### src/rtl/nrs_cinit_if.sv
// Handshake and operand bundle for the NRS c_init sequencer.
// master: requester side. It drives start, ns, l and n_id, and it receives busy, done, cinit and err.
// slave:  sequencer side. Its directions are the opposite of master.
// Port summary:
//   start  request pulse, sampled only while the sequencer is idle
//   ns     slot number (0..19)
//   l      OFDM symbol index in the slot (0..13)
//   n_id   cell ID (0..503)
//   busy   high while a computation is in flight
//   done   one-cycle completion pulse
//   cinit  result, valid while done is high and held afterwards
//   err    range-error flag
interface nrs_cinit_if #(
  parameter int unsigned CINIT_W = 31
);
  logic               start;
  logic [4:0]         ns;
  logic [3:0]         l;
  logic [8:0]         n_id;
  logic               busy;
  logic               done;
  logic [CINIT_W-1:0] cinit;
  logic               err;

  modport master (
    output start, ns, l, n_id,
    input  busy, done, cinit, err
  );

  modport slave (
    input  start, ns, l, n_id,
    output busy, done, cinit, err
  );
endinterface

### src/rtl/nrs_cinit_seq.sv
// Multi-cycle sequencer for the NB-IoT NRS Gold-sequence seed:
//   c_init = 2^10 * (7*(ns+1) + l + 1) * (2*n_id + 1) + 2*n_id + 1
// The sum uses one shared adder path. The product comes from an LSB-first shift-add multiplier
// that runs for MUL_BITS cycles. done goes high 4+MUL_BITS cycles after the edge that accepts start.
// Ports:
//   clk    single clock, rising edge
//   rst_n  asynchronous active-low reset
//   bus    nrs_cinit_if.slave (start/ns/l/n_id in; busy/done/cinit/err out)
// Optional feature: define NRS_CINIT_RANGE_CHK_EN to reject out-of-range operands.
//   A rejected start gives done with err one cycle later, and cinit keeps its value.
//   When the macro is not defined, err is tied low and out-of-range operands wrap.
module nrs_cinit_seq #(
  parameter int unsigned WIDTH    = 18,
  parameter int unsigned MUL_BITS = 10,
  parameter int unsigned CINIT_W  = 31
) (
  input logic        clk,
  input logic        rst_n,
  nrs_cinit_if.slave bus
);

  localparam int unsigned CntW = (MUL_BITS > 1) ? $clog2(MUL_BITS) : 1;

  typedef enum logic [2:0] {StIdle, StSa, StSb, StSc, StMul, StFin} state_e;

  state_e               state_q;
  logic [4:0]           ns_q;
  logic [3:0]           l_q;
  logic [8:0]           n_id_q;
  logic [7:0]           acc_q;
  logic [MUL_BITS-1:0]  m_q;
  logic [WIDTH-1:0]     prod_q;
  logic [CntW-1:0]      cnt_q;
  logic                 busy_q;
  logic                 done_q;
  logic [CINIT_W-1:0]   cinit_q;

`ifdef NRS_CINIT_RANGE_CHK_EN
  logic err_q;
  logic range_bad;
  assign range_bad = (bus.ns > 5'd19) || (bus.l > 4'd13) || (bus.n_id > 9'd503);
`endif

  always_ff @(posedge clk or negedge rst_n) begin
    if (!rst_n) begin
      state_q <= StIdle;
      ns_q    <= '0;
      l_q     <= '0;
      n_id_q  <= '0;
      acc_q   <= '0;
      m_q     <= '0;
      prod_q  <= '0;
      cnt_q   <= '0;
      busy_q  <= 1'b0;
      done_q  <= 1'b0;
      cinit_q <= '0;
`ifdef NRS_CINIT_RANGE_CHK_EN
      err_q   <= 1'b0;
`endif
    end else begin
      done_q <= 1'b0;
      unique case (state_q)
        StIdle: begin
          if (bus.start) begin
`ifdef NRS_CINIT_RANGE_CHK_EN
            if (range_bad) begin
              // Reject now: done and err appear next cycle and cinit is left alone.
              done_q <= 1'b1;
              err_q  <= 1'b1;
            end else begin
              ns_q    <= bus.ns;
              l_q     <= bus.l;
              n_id_q  <= bus.n_id;
              busy_q  <= 1'b1;
              err_q   <= 1'b0;
              state_q <= StSa;
            end
`else
            ns_q    <= bus.ns;
            l_q     <= bus.l;
            n_id_q  <= bus.n_id;
            busy_q  <= 1'b1;
            state_q <= StSa;
`endif
          end
        end
        StSa: begin
          // 7*(ns+1) as (ns<<3) - ns + 7
          acc_q   <= ({3'b000, ns_q} << 3) - {3'b000, ns_q} + 8'd7;
          state_q <= StSb;
        end
        StSb: begin
          acc_q   <= acc_q + {4'b0000, l_q} + 8'd1;
          state_q <= StSc;
        end
        StSc: begin
          m_q     <= MUL_BITS'({n_id_q, 1'b1});
          prod_q  <= '0;
          cnt_q   <= '0;
          state_q <= StMul;
        end
        StMul: begin
          if (m_q[cnt_q]) begin
            prod_q <= prod_q + (WIDTH'(acc_q) << cnt_q);
          end
          cnt_q <= cnt_q + 1'b1;
          if (cnt_q == CntW'(MUL_BITS - 1)) begin
            state_q <= StFin;
          end
        end
        StFin: begin
          cinit_q <= CINIT_W'({prod_q, 10'b0}) + CINIT_W'(m_q);
          done_q  <= 1'b1;
          busy_q  <= 1'b0;
          state_q <= StIdle;
        end
        default: state_q <= StIdle;
      endcase
    end
  end

  assign bus.busy  = busy_q;
  assign bus.done  = done_q;
  assign bus.cinit = cinit_q;
`ifdef NRS_CINIT_RANGE_CHK_EN
  assign bus.err   = err_q;
`else
  assign bus.err   = 1'b0;
`endif

endmodule

### src/flat_wrapper.sv
// flat-port wrapper written by rule: the top's interface ports become plain ports
module nrs_cinit_seq_flat 
#(
  parameter int unsigned WIDTH    = 18,
  parameter int unsigned MUL_BITS = 10,
  parameter int unsigned CINIT_W  = 31
)
  (clk, rst_n, bus_start, bus_ns, bus_l, bus_n_id, bus_busy, bus_done, bus_cinit, bus_err);
  nrs_cinit_if #(.CINIT_W(CINIT_W)) bus_i ();
  input logic clk;
  input logic rst_n;
  input wire logic [$bits(bus_i.start)-1:0] bus_start;
  input wire logic [$bits(bus_i.ns)-1:0] bus_ns;
  input wire logic [$bits(bus_i.l)-1:0] bus_l;
  input wire logic [$bits(bus_i.n_id)-1:0] bus_n_id;
  output wire logic [$bits(bus_i.busy)-1:0] bus_busy;
  output wire logic [$bits(bus_i.done)-1:0] bus_done;
  output wire logic [$bits(bus_i.cinit)-1:0] bus_cinit;
  output wire logic [$bits(bus_i.err)-1:0] bus_err;
  assign bus_i.start = bus_start;
  assign bus_i.ns = bus_ns;
  assign bus_i.l = bus_l;
  assign bus_i.n_id = bus_n_id;
  assign bus_busy = bus_i.busy;
  assign bus_done = bus_i.done;
  assign bus_cinit = bus_i.cinit;
  assign bus_err = bus_i.err;
  nrs_cinit_seq #(.WIDTH(WIDTH), .MUL_BITS(MUL_BITS), .CINIT_W(CINIT_W)) u_core (.clk(clk), .rst_n(rst_n), .bus(bus_i));
endmodule
### config.mk
export PLATFORM = sky130hd
export DESIGN_NAME = nrs_cinit_seq_flat
export DESIGN_NICKNAME = d
export VERILOG_FILES = /design/src/rtl/nrs_cinit_if.sv /design/src/rtl/nrs_cinit_seq.sv /design/src/flat_wrapper.sv
export SDC_FILE = /design/constraint.sdc
export NUM_CORES = 1
export LEC_CHECK = 0
export CORE_UTILIZATION = 52
export CTS_CLUSTER_SIZE = 10
export DETAILED_ROUTE_END_ITERATION = 16
export GPL_TIMING_DRIVEN = 0
export PLACE_DENSITY = 0.75
export SLEW_MARGIN = 20
export SYNTH_ARGS = -nofsm -noshare
export SYNTH_HDL_FRONTEND = slang
export SYNTH_SLANG_ARGS = --single-unit
### constraint.sdc
create_clock -name clk -period 2.9 [get_ports clk]
set_clock_uncertainty 0.2 [all_clocks]
set_input_delay 0.58 -clock clk [delete_from_list [all_inputs] [get_ports clk]]
set_output_delay 0.58 -clock clk [all_outputs]
set_load 0.02 [all_outputs]
==> qor.yml <==
routing:
  vias: 4203
  drtPass1Iterations: 4
  wl_mm: 12.4
  drc: 0
  final_antenna_net_count: 0
  viasPerCell: 5.50
  drt_iter0_drc: 127
  detail_route.wl_per_cell_um: 16.3
pwr:
  leakage_uw: 0.00308
  total_power_uw: 7470
  vdd_ir_drop_max_mv: 0.623
  power_density_mw_per_mm2: 1100
clocking:
  cts-root-buf: "clkbuf_8"
  htreeDepth: 3
  clk_pin_slew_worst_paths_ns: 0.10
  cts.path.max_buffers: 2
  tritoncts: "done"
  clock-sinks: 91
  cts_buffers: 9
  worstSkewPairLatency_ns: 0.38
global_route:
  overflow: 0
  grt_pass1_wl_mm: 20.4
  track_usage: 0.255
  grt_max_degree: 60
  grt_pass1_vias: 4221
  antenna_found_initial: 0
hold_path:
  worst_hold_path_type: "reg -> reg"
  hold-path-cell-count: 2
critical_path:
  critPathMaxFanout: 5
  endpoint_kind: "register"
  cp.arrival_ns: 3.41
  setup.worst_path.start_class: "register"
  rr_worst_depth: 18
  critical_path_class: "reg -> reg"
  critPathRequiredTime_ns: 3.01
logic_synthesis:
  yosysMostFrequentCell: "nand2_1"
  synthMuxAreaShare: 0.107
  synth_top_cell_area_share: 0.444
  synth-simple-area-share: 0.153
  synth-adder-area-share: 0.0799
  yosys.area_share.xor_xnor: 0.0290
  ys_seq_elements: 91
  synth_top_family_by_area: "simple AND/OR/NAND/NOR gates"
  synth_cells: 519
  ys_types: 65
  yosys_most_used_dff: "dfrtp_1"
  synthArstFlopShare: 1.00
  synth-compound-area-share: 0.142
  syn_avg_cell_area_um2: 9.89
  ys_seq_area_frac: 0.444
  synth_common_cells: "nand2_1, dfrtp_1, mux2_2"
  synth.area.top_cells: "dfrtp_1, nand2_1, mux2_2"
  netlist.top_cell.by_area: "dfrtp_1"
  syn_area_mm2: 0.00513
  synth_enable_flop_cells: 0
  yosysWarnings: 0
placement:
  placed_area_mm2: 0.00585
  pre_cts_ws_ns: -0.766
  dp_hpwl_mm: 8.42
  numPortBuffers: 50
  gp_congestion: 0.862
timing:
  fin_crit_sh: 1.14
  finalHoldViolCount: 0
  finalSetupViolations: 13
  rsz0062_at_grt: "true"
  min_period_ns: 3.29
  maxSlewViolCount: 0
  max_clock_freq_mhz: 304
  setup_ws_ns: -0.393
  tightest_slew_ns: 0.605
  slew_headroom: 0.597
cells_and_area:
  area.growth.synth_to_final_pct: 32.4
  nNetsFinal: 682
  antenna_cells: 0
  design_area_mm2: 0.00680
  nFillCells: 700
  drive_gt1_frac: 0.323
floorplan:
  initial_utilization: 0.545
  pin_count: 55
  dieArea_mm2: 0.0103
  core_mm2: 0.00942
  rows: 35
  die_h_um: 101
  die_w_um: 101
job:
  maxCapViolCount: 0
run_status:
  status: "finished with violations"
  violations: "setup timing"
## logic make-up (layout without fill, tap and decap cells)
| logic type | count (synthesis) | count (layout) |
|---|---|---|
| XOR/XNOR | 17 | 17 |
| adder cells (fa/ha/maj) | 31 | 31 |
| AND/OR/NAND/NOR | 174 | 174 |
| flip-flops | 91 | 91 |
| other | 1 | 4 |
| AO/OA/AOI/OAI | 110 | 110 |
| buffers and inverters | 47 | 160 |
| multiplexers | 48 | 48 |
## flip-flops by register name, indices dropped and copies added, names as in the netlist
name              cells
u_core.n_id_q         9
u_core.bus.cinit     28
u_core.ns_q           5
u_core.prod_q        18
u_core.bus.busy       1
u_core.cnt_q          4
u_core.m_q           10
u_core.acc_q          8
u_core.bus.done       1
u_core.state_q        3
u_core.l_q            4
## stage by stage
step	TNS, ns	cells	hold slack [ns]	util
4_1_cts	-3.81	751	0.285	0.694
6_report	-3.68	764	0.280	0.722
2_1_floorplan	-0.653	522	0.0844	-
5_1_grt	-5.41	764	0.299	0.722
3_5_place_dp	-6.31	702	0.261	0.621
3_3_place_gp	-207.71	701	0.257	0.618
## cell type report
class	count	area, um2	share of cell area
buffer	28	173	0.0254
clock buffer	9	124	0.0182
clock inverter	7	81.3	0.0120
inverter	18	72.6	0.0107
multi-input combinational	384	3000	0.441
sequential	91	2280	0.335
tap	129	161	0.0237
timing repair buffer	98	912	0.134
## power by group
part / internal [uW] / total, uW / switching [uW]
registers: 1740 / 2100 / 362
logic: 2200 / 4480 / 2280
clock network: 344 / 886 / 542
total: 4290 / 7470 / 3180
## layout by cell type (no fill, tap or decap), types with 5 or more instances in the layout
master | Yosys | routed
clkdlybuf4s50_1 | 0 | 49
a21oi_2 | 2 | 5
o21ai_0 | 32 | 21
mux2_2 | 35 | 33
nand2_1 | 110 | 103
dfrtp_1 | 91 | 90
a21oi_1 | 21 | 16
a21o_1 | 8 | 8
nor2_1 | 17 | 13
mux2i_1 | 11 | 6
buf_4 | 4 | 45
o21ai_2 | 11 | 18
nand2_2 | 1 | 7
clkbuf_8 | 0 | 9
clkbuf_1 | 10 | 7
o22ai_1 | 6 | 5
nor2b_1 | 12 | 9
buf_6 | 2 | 7
xnor2_1 | 13 | 9
buf_2 | 9 | 8
ha_1 | 28 | 25
inv_1 | 15 | 14
## worst max-delay path, stage by stage, from the launching register on
cell and delay [ns]:
dfrtp_2 0.44, buf_8 0.12, buf_12 0.11, mux2i_4 0.23, nand2_1 0.09, nand2_2 0.10
nor2_2 0.05, a21oi_2 0.15, nor2_2 0.08, ha_1 0.31, a21o_1 0.22, a21oi_2 0.17
o21a_4 0.17, buf_6 0.11, buf_6 0.10, a21oi_2 0.05, nor3_2 0.24, mux2i_1 0.20
a21o_1 0.10
## worst paths after layout
| check | startpoint | slack [ns] | endpoint |
|---|---|---|---|
| setup reg to reg | u_core.cnt_q[0]$_DFFE_PN0N_ | -0.39 | u_core.prod_q[17]$_DFFE_PN0P_ |
| hold / removal | u_core.bus.cinit[18]$_DFFE_PN0P_ | 0.28 | u_core.bus.cinit[18]$_DFFE_PN0P_ |
| min in group asynchronous | rst_n | 0.48 | u_core.prod_q[6]$_DFFE_PN0P_ |
| max in group asynchronous | rst_n | 1.38 | u_core.acc_q[7]$_DFFE_PN0P_ |
| hold reg to reg | u_core.bus.cinit[18]$_DFFE_PN0P_ | 0.28 | u_core.bus.cinit[18]$_DFFE_PN0P_ |
| setup / recovery | u_core.cnt_q[0]$_DFFE_PN0N_ | -0.39 | u_core.prod_q[17]$_DFFE_PN0P_ |
## timing repair
action	in CTS	in global routing
cloned	0	0
pin swaps	32	34
hold buffers	1	0
gates resized for setup	62	38
setup buffers	32	16
endpoints found under the hold margin	32	0
endpoints found under the setup margin	14	14
## metal layers
layer | global-route usage | up-vias | wire [um]
li1 | - | 2017 | -
met4 | 0.0602 | 0 | 158
met2 | 0.468 | 99 | 6490
met1 | 0.310 | 2071 | 5330
met5 | 0 | - | 0
met3 | 0.0462 | 16 | 442
(Power assumes the default switching activity.)
==> variant: new RTL, config.mk and constraints unchanged <==
`WIDTH` is set to 18 in 2 places; all go to 36.
--- a/src/rtl/nrs_cinit_seq.sv
+++ b/src/rtl/nrs_cinit_seq.sv
@@ -12,3 +12,3 @@
 module nrs_cinit_seq #(
-  parameter int unsigned WIDTH    = 18,
+  parameter int unsigned WIDTH    = 36,
   parameter int unsigned MUL_BITS = 10,
--- a/src/flat_wrapper.sv
+++ b/src/flat_wrapper.sv
@@ -3,3 +3,3 @@
 #(
-  parameter int unsigned WIDTH    = 18,
+  parameter int unsigned WIDTH    = 36,
   parameter int unsigned MUL_BITS = 10,
Function: no difference found for any inputs over 10 cycles, from zero or initial values and one cycle with rst_n low; that may be too few to reach the edited logic, so the function may still have changed.
==> variant against the unedited design <==
Hold slack better by 0.00086 ns. Sequential power rose by 5%. Wire length grew 21%. Largest power group unchanged. Sequential cell count up 6. Cell area is 10% higher. Global-route usage is 2.7 points higher. Critical path type unchanged. Power increased by 2.3%. Largest cell class unchanged. Worst setup slack lost 0.065 ns. Area after synthesis is 10% higher. The run still ends with setup timing left.
==> variant: results <==
group,metric,value,unit
placement,detailed_place_hpwl,10.43,mm
pwr,power.leakage,3.269,nW
sta,worst_pin_slew,0.6706,ns
hold_path,min_to,"u_core.bus.cinit[27]",
global_routing,grtUsageMet3,4.598,%
global_routing,grt_start_max_net_pins,63,
sta,fin_ws,-0.4580,ns
global_routing,grt_use_met2,49.17,%
setup_path,reg2reg_slack,-0.46,ns
hold_path,hold_start,"u_core.bus.cinit[27]",
final_layout,seq_area,2429,um^2
logic_synthesis,synth_seq_area_share,42.88,%
final_layout,clk_share,2.728,%
final_layout,comb.multi_input.count,456,
logic_synthesis,ys_types,57,
final_layout,buf_share,13.79,%
detailed_routing,first_iter_violations,327,
final_layout,inverters_excl_clock,22,
final_layout,largest_reg_flops,31,
final_layout,antennaDiodeCount,0,
logic_synthesis,syn_avg_cell_area,9.341,um^2
logic_synthesis,muxShareOfSynthArea,10.15,%
placement,place_ws,-0.9438,ns
logic_synthesis,synth.area.top_cells,"dfrtp_1 43%, nand2_1 8.2%, mux2_2 7.8%",
placement,dpl.cell_count,796,
final_layout,multi_input_area,3560,um^2
global_routing,grt_pass1_wl,24.83,mm
pwr,peakVddDrop,603.6,uV
detailed_routing,met2_wirelength,7.505,mm
final_layout,stdcell_count,845,
setup_path,rr_worst_depth,13,
global_routing,met1_usage,34.59,%
detailed_routing,firstDrtPassIters,6,
detailed_routing,wl_per_cell,17.84,um
setup_path,critPathTopFamily,"simple AND/OR/NAND/NOR gates",
final_layout,seq_cell_count,97,
logic_synthesis,synth_xor_area_share,2.011,%
status,status,"complete, but fails checks",
global_routing,grt_pass1_vias,5128,
detailed_routing,met3_length,829,um
detailed_routing,num_vias,4966,
final_layout,drive_above_1_share,26.94,%
setup_path,slowest_stage,"or3_4",
sta,setup_viol,14,
logic_synthesis,synth-adder-area-share,7.913,%
placement,io_buffers,53,
status,violations,"setup timing",
placement,gp_congestion,0.8794,
logic_synthesis,synth_compound_area_share,16.47,%
detailed_routing,wl_met1,6.218,mm
setup_path,crit_fanout,8,
logic_synthesis,ys_top_cells_by_count,"124 x nand2_1, 97 x dfrtp_1, 45 x o21ai_0, 39 x mux2_2, 37 x nor2_1",
clock_tree,cts_resized,83,
final_layout,nClkBuffers,11,
clock_tree,postCtsSetupRepairBufs,27,
final_layout,signal_buffers,118,
final_layout,fin_nets,759,
final_layout,n_fill_cell,748,
global_routing,track_usage,28.21,%
[variant: cell count changes in the layout (fill, tap and decap cells not counted), sizes merged, moves of 6 or more]
cell | before | now
nor2b | 13 | 6
a21oi | 23 | 35
clkbuf | 20 | 30
dfrtp | 91 | 97
nand2 | 111 | 124
and3 | 1 | 7
nor2 | 17 | 37
o211ai | 1 | 8
xnor2 | 13 | 7
buf | 65 | 46
[variant: through the flow]
step | hold slack, ns | util (%) | power (mW) | TNS, ns | cell area, um^2
after floorplan | 0.08441 | - | 4.643 | -2.389 | 5748
after detailed placement | 0.2616 | 62.19 | 5.708 | -14.36 | 6477
after CTS | 0.2836 | 69.60 | 7.332 | -4.332 | 7249
final | 0.2805 | 71.77 | 7.641 | -4.714 | 7476
after global placement | 0.2567 | 61.91 | 5.541 | -253.21 | 6449
after global routing | 0.3028 | 71.77 | 8.124 | -6.336 | 7476
[variant: power by group]
part,total (mW),internal [mW],switching [mW]
logic,4.50,2.13,2.37
registers,2.20,1.83,0.378
clock network,0.933,0.431,0.502
